## config.mk

```make
export PLATFORM = sky130hd
export DESIGN_NAME = regfile_dump
export DESIGN_NICKNAME = d
export VERILOG_FILES = /design/src/rtl/regfile_dump.sv
export SDC_FILE = /design/constraint.sdc
export NUM_CORES = 1
export LEC_CHECK = 0
export ABC_AREA = 1
export BUFFER_PORTS_ARGS = -buffer_cell sky130_fd_sc_hd__buf_2
export CAP_MARGIN = 20
export CORE_ASPECT_RATIO = 1.2
export CORE_MARGIN = 2
export CORE_UTILIZATION = 45
export CTS_CLUSTER_DIAMETER = 40
export DETAILED_ROUTE_END_ITERATION = 12
export PLACE_DENSITY = 0.76
export SYNTH_ARGS = -nofsm -noshare
export SYNTH_HDL_FRONTEND = slang
export SYNTH_SLANG_ARGS = --single-unit
```

## constraint.sdc

```tcl
create_clock -name clk -period 1.7 [get_ports clk]
set_input_delay 0.17 -clock clk [delete_from_list [all_inputs] [get_ports clk]]
set_output_delay 0.17 -clock clk [all_outputs]
set_load 0.005 [all_outputs]
```

## src/rtl/regfile_dump.sv

```systemverilog
// -----------------------------------------------------------------------------
// regfile_dump
//
// Sequential read-out engine for the register file. A start pulse walks the
// register indices 0..NUM_REGS-1 through one register-file read port. Each
// value is captured into an output holding register and streamed out as an
// (index, data) word on a valid/ready interface. The block is a debug and
// verification channel that sits beside the datapath.
//
// Parameters
//   NUM_REGS  number of registers dumped (indices 0..NUM_REGS-1)
//   ADDR_W    register index width, NUM_REGS <= 2**ADDR_W
//   DATA_W    register data width
//
// Ports
//   clk        clock, all state updates on the rising edge
//   rst        asynchronous, active-high reset
//   start      begin a dump; only looked at while idle
//   abort      synchronous cancel; honoured only while a dump is in progress
//   rd_addr    register-file read address (0 while idle)
//   rd_data    register-file read data, combinational from rd_addr
//   out_valid  output word valid
//   out_ready  downstream accepts the current word
//   out_index  register index of the current word
//   out_data   captured register value of the current word
//   out_last   current word is index NUM_REGS-1
//   busy       dump in progress
//   done       one-cycle pulse after the final word has been accepted
// -----------------------------------------------------------------------------
module regfile_dump #(
    parameter int NUM_REGS = 32,
    parameter int ADDR_W   = 5,
    parameter int DATA_W   = 32
) (
    input  logic              clk,
    input  logic              rst,
    input  logic              start,
    input  logic              abort,
    output logic [ADDR_W-1:0] rd_addr,
    input  logic [DATA_W-1:0] rd_data,
    output logic              out_valid,
    input  logic              out_ready,
    output logic [ADDR_W-1:0] out_index,
    output logic [DATA_W-1:0] out_data,
    output logic              out_last,
    output logic              busy,
    output logic              done
);

    localparam logic [ADDR_W-1:0] LAST_IDX = ADDR_W'(NUM_REGS - 1);

    typedef enum logic [1:0] {
        ST_IDLE  = 2'd0,
        ST_FETCH = 2'd1,
        ST_SEND  = 2'd2
    } state_t;

    state_t            state_q,     state_d;
    logic [ADDR_W-1:0] idx_q,       idx_d;
    logic [ADDR_W-1:0] out_index_q, out_index_d;
    logic [DATA_W-1:0] out_data_q,  out_data_d;
    logic              out_last_q,  out_last_d;
    logic              out_valid_q, out_valid_d;
    logic              busy_q,      busy_d;
    logic              done_q,      done_d;

    logic handshake;
    logic idx_is_last;

    assign handshake   = out_valid_q && out_ready;
    assign idx_is_last = (idx_q == LAST_IDX);

    // State and output holding registers. Everything clears straight away on
    // rst so a dump interrupted by reset leaves no word and no done pulse.
    always_ff @(posedge clk or posedge rst) begin
        if (rst) begin
            state_q     <= ST_IDLE;
            idx_q       <= '0;
            out_index_q <= '0;
            out_data_q  <= '0;
            out_last_q  <= 1'b0;
            out_valid_q <= 1'b0;
            busy_q      <= 1'b0;
            done_q      <= 1'b0;
        end else begin
            state_q     <= state_d;
            idx_q       <= idx_d;
            out_index_q <= out_index_d;
            out_data_q  <= out_data_d;
            out_last_q  <= out_last_d;
            out_valid_q <= out_valid_d;
            busy_q      <= busy_d;
            done_q      <= done_d;
        end
    end

    // Next-state logic. Abort is checked before the handshake in the busy
    // states so a cancel arriving with the acceptance of a word wins and no
    // done pulse is produced. The captured word fields are only reloaded in
    // FETCH, which keeps them stable for as long as SEND is back-pressured.
    always_comb begin
        state_d     = state_q;
        idx_d       = idx_q;
        out_index_d = out_index_q;
        out_data_d  = out_data_q;
        out_last_d  = out_last_q;
        out_valid_d = out_valid_q;
        busy_d      = busy_q;
        done_d      = 1'b0;

        unique case (state_q)
            ST_IDLE: begin
                out_valid_d = 1'b0;
                busy_d      = 1'b0;
                idx_d       = '0;
                if (start) begin
                    idx_d   = '0;
                    busy_d  = 1'b1;
                    state_d = ST_FETCH;
                end
            end

            ST_FETCH: begin
                if (abort) begin
                    out_valid_d = 1'b0;
                    busy_d      = 1'b0;
                    idx_d       = '0;
                    state_d     = ST_IDLE;
                end else begin
                    out_data_d  = rd_data;
                    out_index_d = idx_q;
                    out_last_d  = idx_is_last;
                    out_valid_d = 1'b1;
                    state_d     = ST_SEND;
                end
            end

            ST_SEND: begin
                if (abort) begin
                    out_valid_d = 1'b0;
                    busy_d      = 1'b0;
                    idx_d       = '0;
                    state_d     = ST_IDLE;
                end else if (handshake) begin
                    out_valid_d = 1'b0;
                    if (out_last_q) begin
                        busy_d  = 1'b0;
                        done_d  = 1'b1;
                        idx_d   = '0;
                        state_d = ST_IDLE;
                    end else begin
                        idx_d   = idx_q + ADDR_W'(1);
                        state_d = ST_FETCH;
                    end
                end
            end

            default: begin
                out_valid_d = 1'b0;
                busy_d      = 1'b0;
                idx_d       = '0;
                state_d     = ST_IDLE;
            end
        endcase
    end

    // The read address is parked at 0 while idle so the register file sees a
    // quiet port whenever no dump is running.
    always_comb begin
        rd_addr = '0;
        if (state_q != ST_IDLE) begin
            rd_addr = idx_q;
        end
    end

    assign out_valid = out_valid_q;
    assign out_index = out_index_q;
    assign out_data  = out_data_q;
    assign out_last  = out_last_q;
    assign busy      = busy_q;
    assign done      = done_q;

endmodule

```

==> results of run 1 <==
==> where the power goes <==
| group | switching [W] | leakage (nW) | internal, W |
|---|---|---|---|
| clock network | 0.000359 | 0.0645 | 0.000519 |
| registers | 0.000231 | 0.619 | 0.00155 |
| logic | 0.000729 | 0.810 | 0.000558 |
==> state kept, by name, summed over array words and instances (netlist names) <==
register / cells
out_last: 1
out_valid: 1
out_data: 32
busy: 1
state_q: 2
idx_q: 5
out_index: 5
done: 1
==> Yosys cell counts (all sizes together) <==
cell type / count
dfrtp: 48
nor3: 1
ha: 2
nand4: 1
o21ai: 10
buf: 7
nor2: 14
inv: 15
a21oi: 1
nand3: 8
nand2: 117
==> final cells by class <==
type | instances | share of cell area (%)
sequential | 48 | 46.4
multi-input combinational | 154 | 26.1
timing repair buffer | 86 | 17.6
clock buffer | 7 | 3.72
tap | 56 | 2.70
inverter | 15 | 2.37
clock inverter | 1 | 1.16
==> worst min path at each step <==
| stage | start | endpoint | slack (ns) |
|---|---|---|---|
| global route | rd_data[7] | out_data[7] | 0.06 |
| CTS | rd_data[25] | out_data[25] | 0.05 |
| finish | rd_data[23] | out_data[23] | 0.06 |
| global placement | rst | out_data[2] | 0.23 |
| floorplan | rd_data[0] | out_data[0] | 0.28 |
| detailed placement | rst | out_data[2] | 0.23 |
==> per-layer routing <==
layer | up-vias | track usage [%] | wire length [um]
li1 | 851 | - | -
met1 | 749 | 24.5 | 1830
met2 | 59 | 32.4 | 2090
met3 | 7 | 4.69 | 252
met4 | 0 | 6.38 | 80
met5 | - | 0 | 0
==> metrics by stage <==
stage	instance area, um^2	hold slack, ns	power [W]	worst slack, ns
floorplan	1990	0.280	0.00255	0.386
global placement	2450	0.228	0.00306	0.465
detailed placement	2450	0.231	0.00311	0.439
CTS	2590	0.0545	0.00400	0.206
global route	2590	0.0573	0.00429	0.119
finish	2590	0.0598	0.00395	0.201
==> placed cells by master, fill, tap and decap left out, drive strengths merged <==
cell	synthesis	routed
buf	7	85
nand3	8	8
inv	15	15
nand4	1	1
dfrtp	48	48
nor3	1	1
nor2	14	14
clkbuf	0	7
o21ai	10	10
a21oi	1	1
bufinv	0	1
nand2	117	117
ha	2	2
dlygate4sd3	0	1
==> cells by family after synthesis <==
family | Yosys count | synth area share (%)
adder cells (fa/ha/maj) | 2 | 1.26
AO/OA/AOI/OAI | 11 | 2.76
AND/OR/NAND/NOR | 141 | 29.9
buffers and inverters | 22 | 5.78
flip-flops | 48 | 60.3
==> timing repair <==
item | CTS | global route
hold endpoints to repair | 22 | 0
buffers inserted | 0 | 0
hold buffers | 1 | 0
==> tightest hold or removal path: cells and delay by family <==
| family | cells | cell delay (ns) |
|---|---|---|
| buf+inv | 1 | 0.07 |
| simple gates | 2 | 0.08 |
==> reports/metrics.yaml, run 1 <==
status: "finished clean"
synth_top_area_share_pct: 60.3
gp_congestion: 0.812
finClkSkew_ns: 0.00786
dr.pass1.iters: 4
grt_overflow_total: 0
dp.cells: 358
initial_core_util_pct: 46.8
antenna_cells: 0
crit_type: "flop to primary output"
route.detailed.vias_per_inst: 4.54
arrival_ns: 1.33
clockBufferDepth: 2
synth_warnings: 0
clk_pin_slew_ns: 0.09
critPathCapture: "rd_addr[3]"
syn2layout_area_growth_pct: 30.0
layout-drive-gt1-share_pct: 34.1
io_buffers: 82
fillers: 415
maxCapViolations: 0
ys_types: 19
peakVddDrop_mv: 0.708
slowest_stage: "dfrtp_1"
r2r-end: "idx_q[4]"
num_vias: 1666
worst-path-buf-inv: 1
syn_inst: 224
power.density_mw_per_mm2: 1520
hold_depth: 3
rsz0062_at_grt: "no"
critPathMaxStageDelay_ns: 0.45
cts_sinks: 48
syn_nets: 263
finalHoldViolations: 0
first_global_vias: 1603
crit_path_start_kind: "flop"
grt_usage_pct: 19.4
hp-class: "input port to flop"
cts_made_buffers: 5
cts_root_buf: "clkbuf_8"
slew_headroom_pct: 67.0
final-setup-viol-count: 0
routed_wl_mm: 4.25
crit_fanout: 6
nNetsFinal: 349
fin_util_pct: 60.8
cts_tree: "yes"
synth_top_area_cell: "dfrtp_1"
grt_pass1_wl_mm: 7.49
stdcell_count: 367
cp-end-kind: "primary output"
die_area_mm2: 0.00498
die_w_um: 64.8
clock_latency_ns: 0.29
syn_avg_cell_area_um2: 8.90
antenna_found_initial: 0
p_leak_nw: 1.49
path_depth: 3
cp.required_ns: 1.53
register_area_mm2: 0.00120
final_max_slew_viol_count: 0
clock.fmax_mhz: 667
synth_seq_cells: 48
worstReg2RegStart: "idx_q[0]"
synth.area.top_cells: "dfrtp_1 (60%), nand2_1 (22%), o21ai_0 (2.5%), inv_1 (2.1%), nand3_1 (1.8%)"
reg2reg_depth: 6
r2r_slack_ns: 0.43
seq_area_frac_synth_pct: 60.3
drc_errors: 0
postCtsResizedCells: 0
cp-startpoint: "state_q[0]"
worst_pin_slew_ns: 0.494
ant_nets: 0
cp_top_family: "flip-flops"
h-tree-depth: 2
period_needed_ns: 1.50
grt_max_degree: 36
cp_cell_sequence: "nor2_1 > nor2_1 > buf_2"
setup_tns_ns: 0
ios: 83
drt-initial-drc-count: 98
multiInputGateArea_um2: 677
dp_hpwl_mm: 3.08
final_min_period_over_clock_period_pct: 88.2
netlist_area_mm2: 0.00199
routedWlPerCell_um: 11.6
rows: 26
crit_top_cell: "nor2_1"
die_y_um: 76.9
core_area_mm2: 0.00426
(Power assumes the default switching activity.)
==> inputs of run 2 (changes only) <==
--- a/config.mk
+++ b/config.mk
@@ -14,6 +14,7 @@
 export CTS_CLUSTER_DIAMETER = 40
 export DETAILED_ROUTE_END_ITERATION = 12
 export PLACE_DENSITY = 0.76
+export SETUP_SLACK_MARGIN = 0.5
 export SYNTH_ARGS = -nofsm -noshare
 export SYNTH_HDL_FRONTEND = slang
 export SYNTH_SLANG_ARGS = --single-unit
==> run 2 against run 1 <==
Compared with the run above:
- sequential share of layout area down 6.3 points
- combinational power up 47%
- clock skew up 0.0010 ns
- clock-buffer cell count down 2
- worst hold slack better by 0.0070 ns
- cell area up 16%
- critical path type unchanged
- critical path depth unchanged
- via count up 7.4%
- global-route usage up 0.12 points
==> reports/metrics.yaml, run 2 (synthesis gave the netlist of run 1 again) <==
status: "finished clean"
worst_pin_slew_ns: 0.555
cts_made_buffers: 5
grt_pass1_wl_mm: 7.49
routedWlPerCell_um: 13.4
final_max_slew_viol_count: 0
antenna_found_initial: 0
power.density_mw_per_mm2: 1440
fin_hold_ws_ns: 0.0668
final-setup-viol-count: 0
core_area_mm2: 0.00426
crit_fanout: 6
cp-end-kind: "primary output"
crit_path_start_kind: "flop"
rows: 26
rsz0062_at_grt: "yes"
final_common_cell: "nand2_1"
p_leak_nw: 1.68
grt_max_degree: 26
num_vias: 1790
h-tree-depth: 2
maxCapViolations: 0
io_buffers: 82
period_needed_ns: 1.31
cts_tree: "yes"
dp_hpwl_mm: 3.07
cts_sinks: 48
clock.fmax_mhz: 765
syn2layout_area_growth_pct: 50.7
peakVddDrop_mv: 0.954
final_min_period_over_clock_period_pct: 76.9
layout_common_cells: "nand2_1 (85), buf_2 (82), dfrtp_1 (47), nand2_2 (25), inv_1 (10)"
layout-drive-gt1-share_pct: 47.9
cts_root_buf: "clkbuf_8"
hp-class: "input port to flop"
die_w_um: 64.8
ant_nets: 0
die_area_mm2: 0.00498
routed_wl_mm: 5.13
largest_register_ffs: 32
gp_congestion: 0.772
initial_core_util_pct: 46.8
ios: 83
grt_usage_pct: 19.5
drt-initial-drc-count: 87
register_area_mm2: 0.00120
cp.required_ns: 1.53
multiInputGateArea_um2: 815
route.detailed.vias_per_inst: 4.69
crit_type: "flop to primary output"
clk_pin_slew_ns: 0.08
finalPower_w: 0.00433
nNetsFinal: 367
first_global_vias: 1580
drc_errors: 0
clock_latency_ns: 0.29
clockBufferDepth: 2
finClkSkew_ns: 0.00888
slew_headroom_pct: 63.0
fillers: 361
dr.pass1.iters: 4
arrival_ns: 1.14
setup_tns_ns: 0
finalHoldViolations: 0
die_y_um: 76.9
grt_overflow_total: 0
antenna_cells: 0
==> run 2: changes by cell type in the layout (fill, tap and decap cells not counted), sizes merged <==
cell      delta
inv          -1
nand3        +1
clkbuf       +1
clkinv       +3
buf         +11
bufinv       -1
clkinvlp     +1
==> run 2: worst paths after layout <==
check,end,from,slack (ns),depth (start not counted)
max in group asynchronous,state_q[0],rst,0.73,4
max reg2reg,out_data[12],state_q[0],0.40,7
max,rd_addr[3],state_q[0],0.39,3
min,out_data[25],rd_data[25],0.07,3
min in group asynchronous,out_data[6],rst,0.47,3
min reg2reg,out_data[18],out_data[18],0.48,2
==> run 2: per-layer routing <==
metal / up-vias / global-route usage [%] / share of wire (%)
met4: 0 / 7.02 / 2.1
met3: 7 / 3.96 / 5.1
met2: 54 / 31.2 / 51
li1: 898 / - / -
met5: - / 0 / 0
met1: 831 / 26.2 / 41
==> run 2: critical path, cell delays in order (launching register included) <==
cell and delay [ns]:
dfrtp_2 0.47, nor2_4 0.18, nor2_1 0.07, buf_2 0.12
==> run 2: metrics by stage <==
step / util [%] / instance area [um^2] / setup slack (ns) / cells
after floorplan: - / 2000 / 0.520 / 224
after global placement: 57.8 / 2460 / 0.488 / 358
after detailed placement: 57.8 / 2460 / 0.451 / 358
after CTS: 63.1 / 2690 / 0.409 / 371
after global routing: 70.5 / 3000 / 0.357 / 382
final: 70.5 / 3000 / 0.393 / 382
==> run 2: repair_timing <==
item | CTS | global route
hold endpoints to repair | 24 | 0
buffers inserted | 4 | 5
endpoints found under the setup margin | 12 | 51
resized for setup | 10 | 58
pin swaps | 2 | 9
gates cloned | 3 | 6
hold buffers | 1 | 0
==> run 2: area by class of cell <==
type	count	area share (%)
clock buffers	5	2.29
inverters	15	2.42
multi-input cells	155	27.1
flip-flops and latches	48	40.0
well taps	56	2.33
repair buffers	100	24.2
repair inverters	3	1.62
==> run 2: where the power goes <==
part | switching [W] | total, W | internal (W)
Combinational | 0.000959 | 0.00190 | 0.000940
Sequential | 0.000273 | 0.00183 | 0.00155
Clock | 0.000334 | 0.000599 | 0.000266
